### src/rtl/clk_div_pkg.sv
// Shared types and constants for the run-time clock divider controller.
package clk_div_pkg;

   localparam int unsigned DIV_W_DEF = 16;
   localparam int unsigned MIN_DIV   = 2;

   typedef enum logic [1:0] {
      ST_IDLE = 2'd0,
      ST_RUN  = 2'd1,
      ST_PEND = 2'd2
   } state_e;

endpackage

### src/rtl/div_counter.sv
// Period counter for the divider: counts 0..div-1, flags the wrap edge and
// produces the registered clk_out level plus the per-period tick.
module div_counter
   import clk_div_pkg::*;
#(
   parameter int unsigned DIV_W = DIV_W_DEF
) (
   input  logic             clk_in,
   input  logic             rst_n,
   input  logic             i_start,
   input  logic             i_run,
   input  logic             i_stop,
   input  logic [DIV_W-1:0] i_div,
   output logic             o_wrap,
   output logic             o_clk_out,
   output logic             o_tick
);

   localparam logic [DIV_W-1:0] ONE = DIV_W'(1);

   logic [DIV_W-1:0] r_cnt;
   logic             r_clk_out;
   logic             r_tick;

   logic [DIV_W-1:0] w_cnt_inc;
   logic [DIV_W-1:0] w_half;
   logic             w_wrap;
   logic [DIV_W-1:0] w_cnt_nxt;
   logic             w_clk_nxt;
   logic             w_tick_nxt;

   assign w_cnt_inc = r_cnt + ONE;
   assign w_half    = i_div >> 1;
   assign w_wrap    = i_run && (r_cnt == (i_div - ONE));

   always_comb begin
      w_cnt_nxt  = '0;
      w_clk_nxt  = 1'b0;
      w_tick_nxt = 1'b0;
      if (i_start) begin
         // First period after leaving idle: high immediately, no tick.
         w_clk_nxt = 1'b1;
      end else if (i_run) begin
         if (w_wrap) begin
            w_clk_nxt  = !i_stop;
            w_tick_nxt = !i_stop;
         end else begin
            w_cnt_nxt = w_cnt_inc;
            w_clk_nxt = (w_cnt_inc < w_half);
         end
      end
   end

   always_ff @(posedge clk_in or negedge rst_n) begin
      if (!rst_n) begin
         r_cnt     <= '0;
         r_clk_out <= 1'b0;
         r_tick    <= 1'b0;
      end else begin
         r_cnt     <= w_cnt_nxt;
         r_clk_out <= w_clk_nxt;
         r_tick    <= w_tick_nxt;
      end
   end

   assign o_wrap    = w_wrap;
   assign o_clk_out = r_clk_out;
   assign o_tick    = r_tick;

endmodule

### src/rtl/clk_div_ctrl.sv
// Clock divider controller: start/stop sequencing and ratio reprogramming,
// with all changes deferred to a period boundary.
module clk_div_ctrl
   import clk_div_pkg::*;
#(
   parameter int unsigned DIV_W       = DIV_W_DEF,
   parameter int unsigned DEFAULT_DIV = 4
) (
   input  logic             clk_in,
   input  logic             rst_n,
   input  logic             en,
   input  logic             cfg_valid,
   input  logic [DIV_W-1:0] cfg_div,
   output logic             cfg_ready,
   output logic             cfg_err,
   output logic [DIV_W-1:0] cur_div,
   output logic             clk_out,
   output logic             tick,
   output logic             busy
);

   state_e           r_state;
   logic [DIV_W-1:0] r_div;
   logic [DIV_W-1:0] r_pend;
   logic             r_cfg_err;

   state_e           w_state_nxt;
   logic [DIV_W-1:0] w_div_nxt;
   logic [DIV_W-1:0] w_pend_nxt;
   logic             w_ready;
   logic             w_xfer;
   logic             w_good;
   logic             w_wrap;

   assign w_ready = (r_state != ST_PEND);
   assign w_xfer  = cfg_valid && w_ready;
   assign w_good  = (cfg_div >= DIV_W'(MIN_DIV));

   always_comb begin
      w_state_nxt = r_state;
      w_div_nxt   = r_div;
      w_pend_nxt  = r_pend;
      unique case (r_state)
         ST_IDLE: begin
            if (w_xfer && w_good) w_div_nxt = cfg_div;
            if (en) w_state_nxt = ST_RUN;
         end
         ST_RUN: begin
            if (w_wrap && !en) begin
               // Stopping at this edge: nothing left to defer the ratio to.
               w_state_nxt = ST_IDLE;
               if (w_xfer && w_good) w_div_nxt = cfg_div;
            end else if (w_xfer && w_good) begin
               w_pend_nxt  = cfg_div;
               w_state_nxt = ST_PEND;
            end
         end
         ST_PEND: begin
            if (w_wrap) begin
               w_div_nxt   = r_pend;
               w_state_nxt = en ? ST_RUN : ST_IDLE;
            end
         end
         default: w_state_nxt = ST_IDLE;
      endcase
   end

   always_ff @(posedge clk_in or negedge rst_n) begin
      if (!rst_n) begin
         r_state   <= ST_IDLE;
         r_div     <= DIV_W'(DEFAULT_DIV);
         r_pend    <= '0;
         r_cfg_err <= 1'b0;
      end else begin
         r_state   <= w_state_nxt;
         r_div     <= w_div_nxt;
         r_pend    <= w_pend_nxt;
         r_cfg_err <= w_xfer && !w_good;
      end
   end

   div_counter #(
      .DIV_W (DIV_W)
   ) u_div_counter (
      .clk_in    (clk_in),
      .rst_n     (rst_n),
      .i_start   ((r_state == ST_IDLE) && en),
      .i_run     (r_state != ST_IDLE),
      .i_stop    (!en),
      .i_div     (r_div),
      .o_wrap    (w_wrap),
      .o_clk_out (clk_out),
      .o_tick    (tick)
   );

   assign cfg_ready = w_ready;
   assign cfg_err   = r_cfg_err;
   assign cur_div   = r_div;
   assign busy      = (r_state != ST_IDLE);

endmodule

### config.mk
export PLATFORM = sky130hd
export DESIGN_NAME = clk_div_ctrl
export DESIGN_NICKNAME = d
export VERILOG_FILES = /design/src/rtl/clk_div_pkg.sv /design/src/rtl/div_counter.sv /design/src/rtl/clk_div_ctrl.sv
export SDC_FILE = /design/constraint.sdc
export NUM_CORES = 1
export LEC_CHECK = 0
export BUFFER_PORTS_ARGS = -buffer_cell sky130_fd_sc_hd__buf_4
export CORE_MARGIN = 2
export CORE_UTILIZATION = 58
export DETAILED_ROUTE_END_ITERATION = 12
export PLACE_DENSITY = 0.89
export SLEW_MARGIN = 20
export SYNTH_ARGS = -nofsm -noshare
export SYNTH_HDL_FRONTEND = slang
export SYNTH_HIERARCHICAL = 1
export SYNTH_SLANG_ARGS = --single-unit
### constraint.sdc
create_clock -name clk_in -period 3.8 [get_ports clk_in]
set_input_delay 0.76 -clock clk_in [delete_from_list [all_inputs] [get_ports clk_in]]
set_output_delay 0.76 -clock clk_in [all_outputs]
set_load 0.01 [all_outputs]
==> results of run 1 <==
==> area by class of cell <==
class,instances,area (um2),share of cell area (%)
Clock buffer,6,72.6,1.91
Clock inverter,2,38.8,1.02
Inverter,21,78.8,2.08
Multi-Input combinational cell,237,1860,49.0
Sequential cell,53,1330,35.0
Tap cell,72,90.1,2.37
Timing Repair Buffer,44,330,8.70
==> metal layers <==
layer | share of wire (%) | up-vias
met2 | 50 | 103
met1 | 42 | 1310
met4 | 2.8 | 0
met3 | 5.1 | 22
li1 | - | 1230
met5 | 0 | -
==> cells in the mapped netlist (3+ instances only) <==
cell      number
nor3_1         6
a211oi_1       3
or2_2         17
o21ai_0        6
nand2_1       17
nor2b_1        8
xnor2_1       21
nor4_1         6
dfrtp_1       52
mux2_2        17
buf_6          3
nand3_1       14
inv_1         21
a21oi_1        9
nor2_1        15
nand4_1        4
nor2b_2        7
o221a_2       16
ha_1          16
xor2_1        10
and3_1         3
nand2b_1       5
clkbuf_1       6
==> logic make-up (layout without fill, tap and decap cells) <==
family          Yosys count  in the layout
flops                    53             53
mux                      20             20
buf+inv                  31             73
compound gates           50             50
xor+xnor                 31             31
simple gates            120            120
fa+ha+maj                16             16
==> layout by cell type, fill, tap and decap left out, types with 2 or more instances in the layout <==
master     netlist  layout
or2_2           17      17
and2_1           2       2
nor2b_1          8       8
nand3b_1         2       2
and3_1           3       3
a21oi_1          9       9
mux2_2          17      17
inv_1           21      21
o21a_1           2       2
xnor2_1         21      21
o21ai_0          6       6
nor2b_2          7       7
nor4_1           6       6
or3_1            2       2
ha_1            16      16
buf_4            1      44
nand2_1         17      16
nand4_1          4       4
nand3_1         14      14
and4_1           2       2
and3b_1          2       2
nor3_1           6       6
nand2b_1         5       5
xor2_1          10      10
nor4b_4          2       2
mux2i_1          2       2
dfrtp_1         52      52
o2111ai_1        2       2
o221a_2         16      16
clkbuf_8         0       5
a211oi_1         3       3
nor2_1          15      15
==> worst max path at each step <==
stage	start	depth (start not counted)	end	slack, ps
3_5_place_dp	cur_div[0]	11	cur_div[4]	230
6_report	cur_div[0]	11	cur_div[4]	240
3_3_place_gp	cur_div[0]	11	cur_div[11]	430
5_1_grt	cur_div[0]	11	cur_div[4]	50
2_1_floorplan	cur_div[0]	12	cur_div[10]	590
4_1_cts	cur_div[0]	11	cur_div[4]	200
==> power by group through the flow <==
stage	sequential, mW	clock, mW	combinational [mW]
global placement	0.670	0	0.323
floorplan	0.644	0	0.261
global route	0.669	0.420	0.390
finish	0.664	0.390	0.346
detailed placement	0.672	0	0.340
CTS	0.661	0.397	0.343
==> metrics by stage <==
step	total power, mW	area [um2]	hold slack [ps]
final	1.40	3800	471
after global routing	1.48	3800	520
after CTS	1.40	3790	495
after detailed placement	1.01	3680	488
after global placement	0.993	3680	479
after floorplan	0.905	3330	464
==> flip-flops by register name, summed over array words and instances (netlist names) <==
register / flops
cfg_err: 1
cur_div: 16
r_state: 2
u_div_counter/r_cnt: 16
u_div_counter/o_clk_out: 1
u_div_counter/o_tick: 1
r_pend: 16
==> worst max-delay path: stages, from the launching register on <==
cell and delay [ps]:
dfrtp_1 460, inv_1 110, ha_1 190, or4b_4 520
nor4b_4 320, mux2_1 350, mux2i_1 180, and3_1 290
nand2b_1 140, a21oi_1 290, nand2_2 260, o221a_2 350
==> flow_summary.yaml, run 1 <==
status:
  status: "finished clean"
finish:
  final_cells: 435
  fin_util_pct: 69.0
  diodes: 0
  fill_cells: 411
  nets: 398
  area_growth_pct: 14.1
  drive_gt1_share_pct: 32.5
route:
  route.detailed.drc: 0
  drt_iter0_drc: 204
  firstDrtPassIters: 6
  via_per_inst: 6.13
  wl_per_cell_um: 17.7
  via_count: 2665
  finalWirelength_um: 7720
  ant_nets: 0
power:
  leakage_nw: 1.79
  powerDensity_nw_per_um2: 369
  internal-power_mw: 0.973
  switching_power_mw: 0.427
  combPwrFrac_pct: 24.7
  switching_share_pct: 30.5
  power_frac_seq_pct: 47.4
  irDropWorstVdd_uv: 249
  clockPowerShare_pct: 27.8
grt:
  grt.busiest_layer: "met2"
  grt_max_degree: 54
  grt_usage_pct: 26.2
  grt_use_met3_pct: 3.62
  use_met1_pct: 33.4
  first_global_vias: 2699
  grt_antenna_before_repair: 0
  use_met2_pct: 45.0
  grt_pass1_wl_um: 13100
  gr-total-overflow: 0
worst_setup_path:
  r2r_slack_ps: 240
  cp-end-kind: "register"
  rr_startpoint: "cur_div[0]"
  cp_max_fo: 16
  r2r-end: "cur_div[4]"
  critPathArrivalTime_ps: 3760
  path_class: "reg2reg"
  cp_data_required_time_ps: 4000
  rr_worst_depth: 11
  cp-start-kind: "register"
synth:
  yosys.area_share.simple_pct: 22.2
  synthAdderAreaFrac_pct: 6.02
  ys_warn_count: 6
  ys_types: 53
  avgSynthCellArea_um2: 10.4
  synth_top_family_by_area: "simple AND/OR/NAND/NOR gates"
  syn_nets: 357
  yosys-top-cells-area: "dfrtp_1, ha_1, mux2_2"
  synthCells: 321
  synth_edf_count: 0
  synthArstFlopShare_pct: 100
  synth-seq-cells: 53
  synth_ff_type: "dfrtp_1"
  synth_seq_area_share_pct: 39.9
  synth_compound_area_share_pct: 12.7
  yosysTopAreaCell: "dfrtp_1"
  syn_area_um2: 3330
  synthXorXnorAreaFrac_pct: 8.16
  synthDominantCellAreaShare_pct: 39.1
  muxShareOfSynthArea_pct: 6.69
placed_design:
  place_inst: 427
  port_buffers: 40
  hpwl_um: 5690
  gp_congestion: 0.847
  dp_slack_ps: 228
timing:
  grt_setup_unrepaired: "no"
  period_needed_ps: 3560
  fin_worst_skew_ps: 10.4
  fin_setup_tns_ps: 0
  setup_viol: 0
  worst_slew_margin_rel_pct: 56.9
  tightest_slew_ps: 647
  drv_slew: 0
  layout_setup_ws_ps: 242
  hold_viol: 0
  fin_crit_sh_pct: 93.6
  fmax_mhz: 281
clock_tree:
  h-tree-depth: 2
  cts.reportedPaths.clkPinSlew_ps: 100
  clk_latency_ps: 310
  clk_path_buf_depth: 2
  cts_tree: "built"
  postCtsSetupRepairBufs: 0
  cts_resized: 0
  root_buffer: "clkbuf_8"
  hold_buffers: 0
  numCtsBuffers: 5
  clock_sinks: 53
floorplanning:
  num_io_pins: 41
  core_um2: 5510
  initial_core_util_pct: 60.4
  fp.dieH_um: 79.7
  chipWidth_um: 79.7
  rows: 27
  die_area_um2: 6360
min_path:
  holdCritPathClass: "in2async"
run:
  cap_violations: 0
(Power assumes the default switching activity.)
==> run 2: changes to the inputs <==
--- a/config.mk
+++ b/config.mk
@@ -6,6 +6,7 @@
 export NUM_CORES = 1
 export LEC_CHECK = 0
 export BUFFER_PORTS_ARGS = -buffer_cell sky130_fd_sc_hd__buf_4
+export CORE_ASPECT_RATIO = 0.6
 export CORE_MARGIN = 2
 export CORE_UTILIZATION = 58
 export DETAILED_ROUTE_END_ITERATION = 12
==> run 2 against run 1 <==
Effect of this change:
- maximum frequency grew 0.93%
- critical path depth fell by 1
- combinational power is 4% higher
- critical path type unchanged
- critical endpoint is now r_pend[1]
- highest routed layer unchanged
==> flow_summary.yaml, run 2 (synthesized netlist as in run 1, its figures left out) <==
timing:
  fin_hold_ws_ps: 475
  period_needed_ps: 3520
  layout_setup_ws_ps: 275
  setup_viol: 0
  hold_viol: 0
  drv_slew: 0
  tightest_slew_ps: 643
  worst_slew_margin_rel_pct: 56.8
  fin_crit_sh_pct: 92.8
  fmax_mhz: 284
  grt_setup_unrepaired: "no"
  fin_setup_tns_ps: 0
  fin_worst_skew_ps: 9.35
route:
  wl_per_cell_um: 17.4
  firstDrtPassIters: 5
  route.detailed.drc: 0
  drt_iter0_drc: 191
  via_per_inst: 5.95
  via_count: 2638
  finalWirelength_um: 7690
  ant_nets: 0
grt:
  grt_usage_pct: 25.9
  grt_antenna_before_repair: 0
  grt_pass1_wl_um: 12900
  grt_max_degree: 54
  gr-total-overflow: 0
  first_global_vias: 2613
floorplanning:
  fp.dieH_um: 62.7
  chipWidth_um: 102
  rows: 21
  initial_core_util_pct: 60.0
  core_um2: 5540
  num_io_pins: 41
  die_area_um2: 6380
power:
  powerDensity_nw_per_um2: 370
  irDropWorstVdd_uv: 257
  leakage_nw: 1.79
run:
  cap_violations: 0
placed_design:
  dp_slack_ps: 189
  hpwl_um: 5920
  gp_congestion: 0.882
  port_buffers: 40
  placed_area_um2: 3690
clock_tree:
  hold_buffers: 0
  root_buffer: "clkbuf_8"
  clock_sinks: 53
  cts_tree: "built"
  h-tree-depth: 2
  cts.reportedPaths.clkPinSlew_ps: 100
  clk_latency_ps: 310
  numCtsBuffers: 5
  clk_path_buf_depth: 2
finish:
  area_growth_pct: 14.4
  diodes: 0
  nets: 398
  layout_commonest_cell: "dfrtp_1"
  layout_common_cells: "dfrtp_1, buf_4, inv_1, xnor2_1"
  drive_gt1_share_pct: 32.5
  fin_area_um2: 3810
  fin_util_pct: 68.7
worst_setup_path:
  cp-end-kind: "register"
  path_class: "reg2reg"
  cp_max_fo: 17
  cp-start-kind: "register"
  cp_data_required_time_ps: 3990
  critPathArrivalTime_ps: 3710
status:
  status: "finished clean"
min_path:
  holdCritPathClass: "in2async"
run 2: changes by cell type in the layout (fill, tap and decap cells not counted), sizes merged:
cell / previous run / this run
inv: 22 / 21
clkinv: 0 / 1
run 2: power breakdown:
group          total, mW  internal, mW  switching [mW]
combinational      0.361         0.174           0.187
clock              0.385         0.198           0.187
sequential         0.663         0.603          0.0595
run 2: metrics by stage:
| step | power [mW] | std cells |
|---|---|---|
| after floorplan | 0.905 | 321 |
| after global placement | 1.01 | 435 |
| after detailed placement | 1.03 | 435 |
| after CTS | 1.41 | 443 |
| after global routing | 1.50 | 443 |
| final | 1.41 | 443 |
run 2: worst paths after layout:
path	endpoint	cells past startpoint	from	slack, ps
max in group asynchronous	r_pend[6]	1	rst_n	2900
worst min register to register	r_pend[10]	1	r_pend[10]	510
min in group clk_in	r_pend[10]	1	r_pend[10]	510
worst max register to register	r_pend[1]	10	cur_div[0]	280
worst min-delay path	r_pend[3]	1	rst_n	480
worst max-delay path	r_pend[1]	10	cur_div[0]	280
run 2: metal layers:
metal	vias up	wire (um)	track usage (%)
li1	1228	-	-
met3	12	745	7.61
met2	117	3370	38.5
met5	-	0	0
met1	1281	3480	37.3
met4	0	94	5.91
run 2: area by class of cell:
type | count | area [um2]
sequential | 53 | 1330
multi-input combinational | 237 | 1860
timing repair buffer | 44 | 330
clock buffer | 6 | 72.6
inverter | 21 | 78.8
fill | 431 | 1740
clock inverter | 2 | 38.8
tap | 80 | 100
run 2: worst max-delay path, cell delays in order (launching register included):
cell and delay, ps:
dfrtp_1 460, inv_1 110, ha_1 210, or4b_4 530, nor4b_4 330, mux2_1 370, mux2i_1 200, and3_1 260
nand2b_1 130, nand4b_2 400, mux2_2 400
run 2: repair_timing:
item	4_1_cts	5_1_grt
endpoints found under the hold margin	0	0
gates resized for setup	0	1
setup endpoints to repair	0	16
buffers inserted	0	0
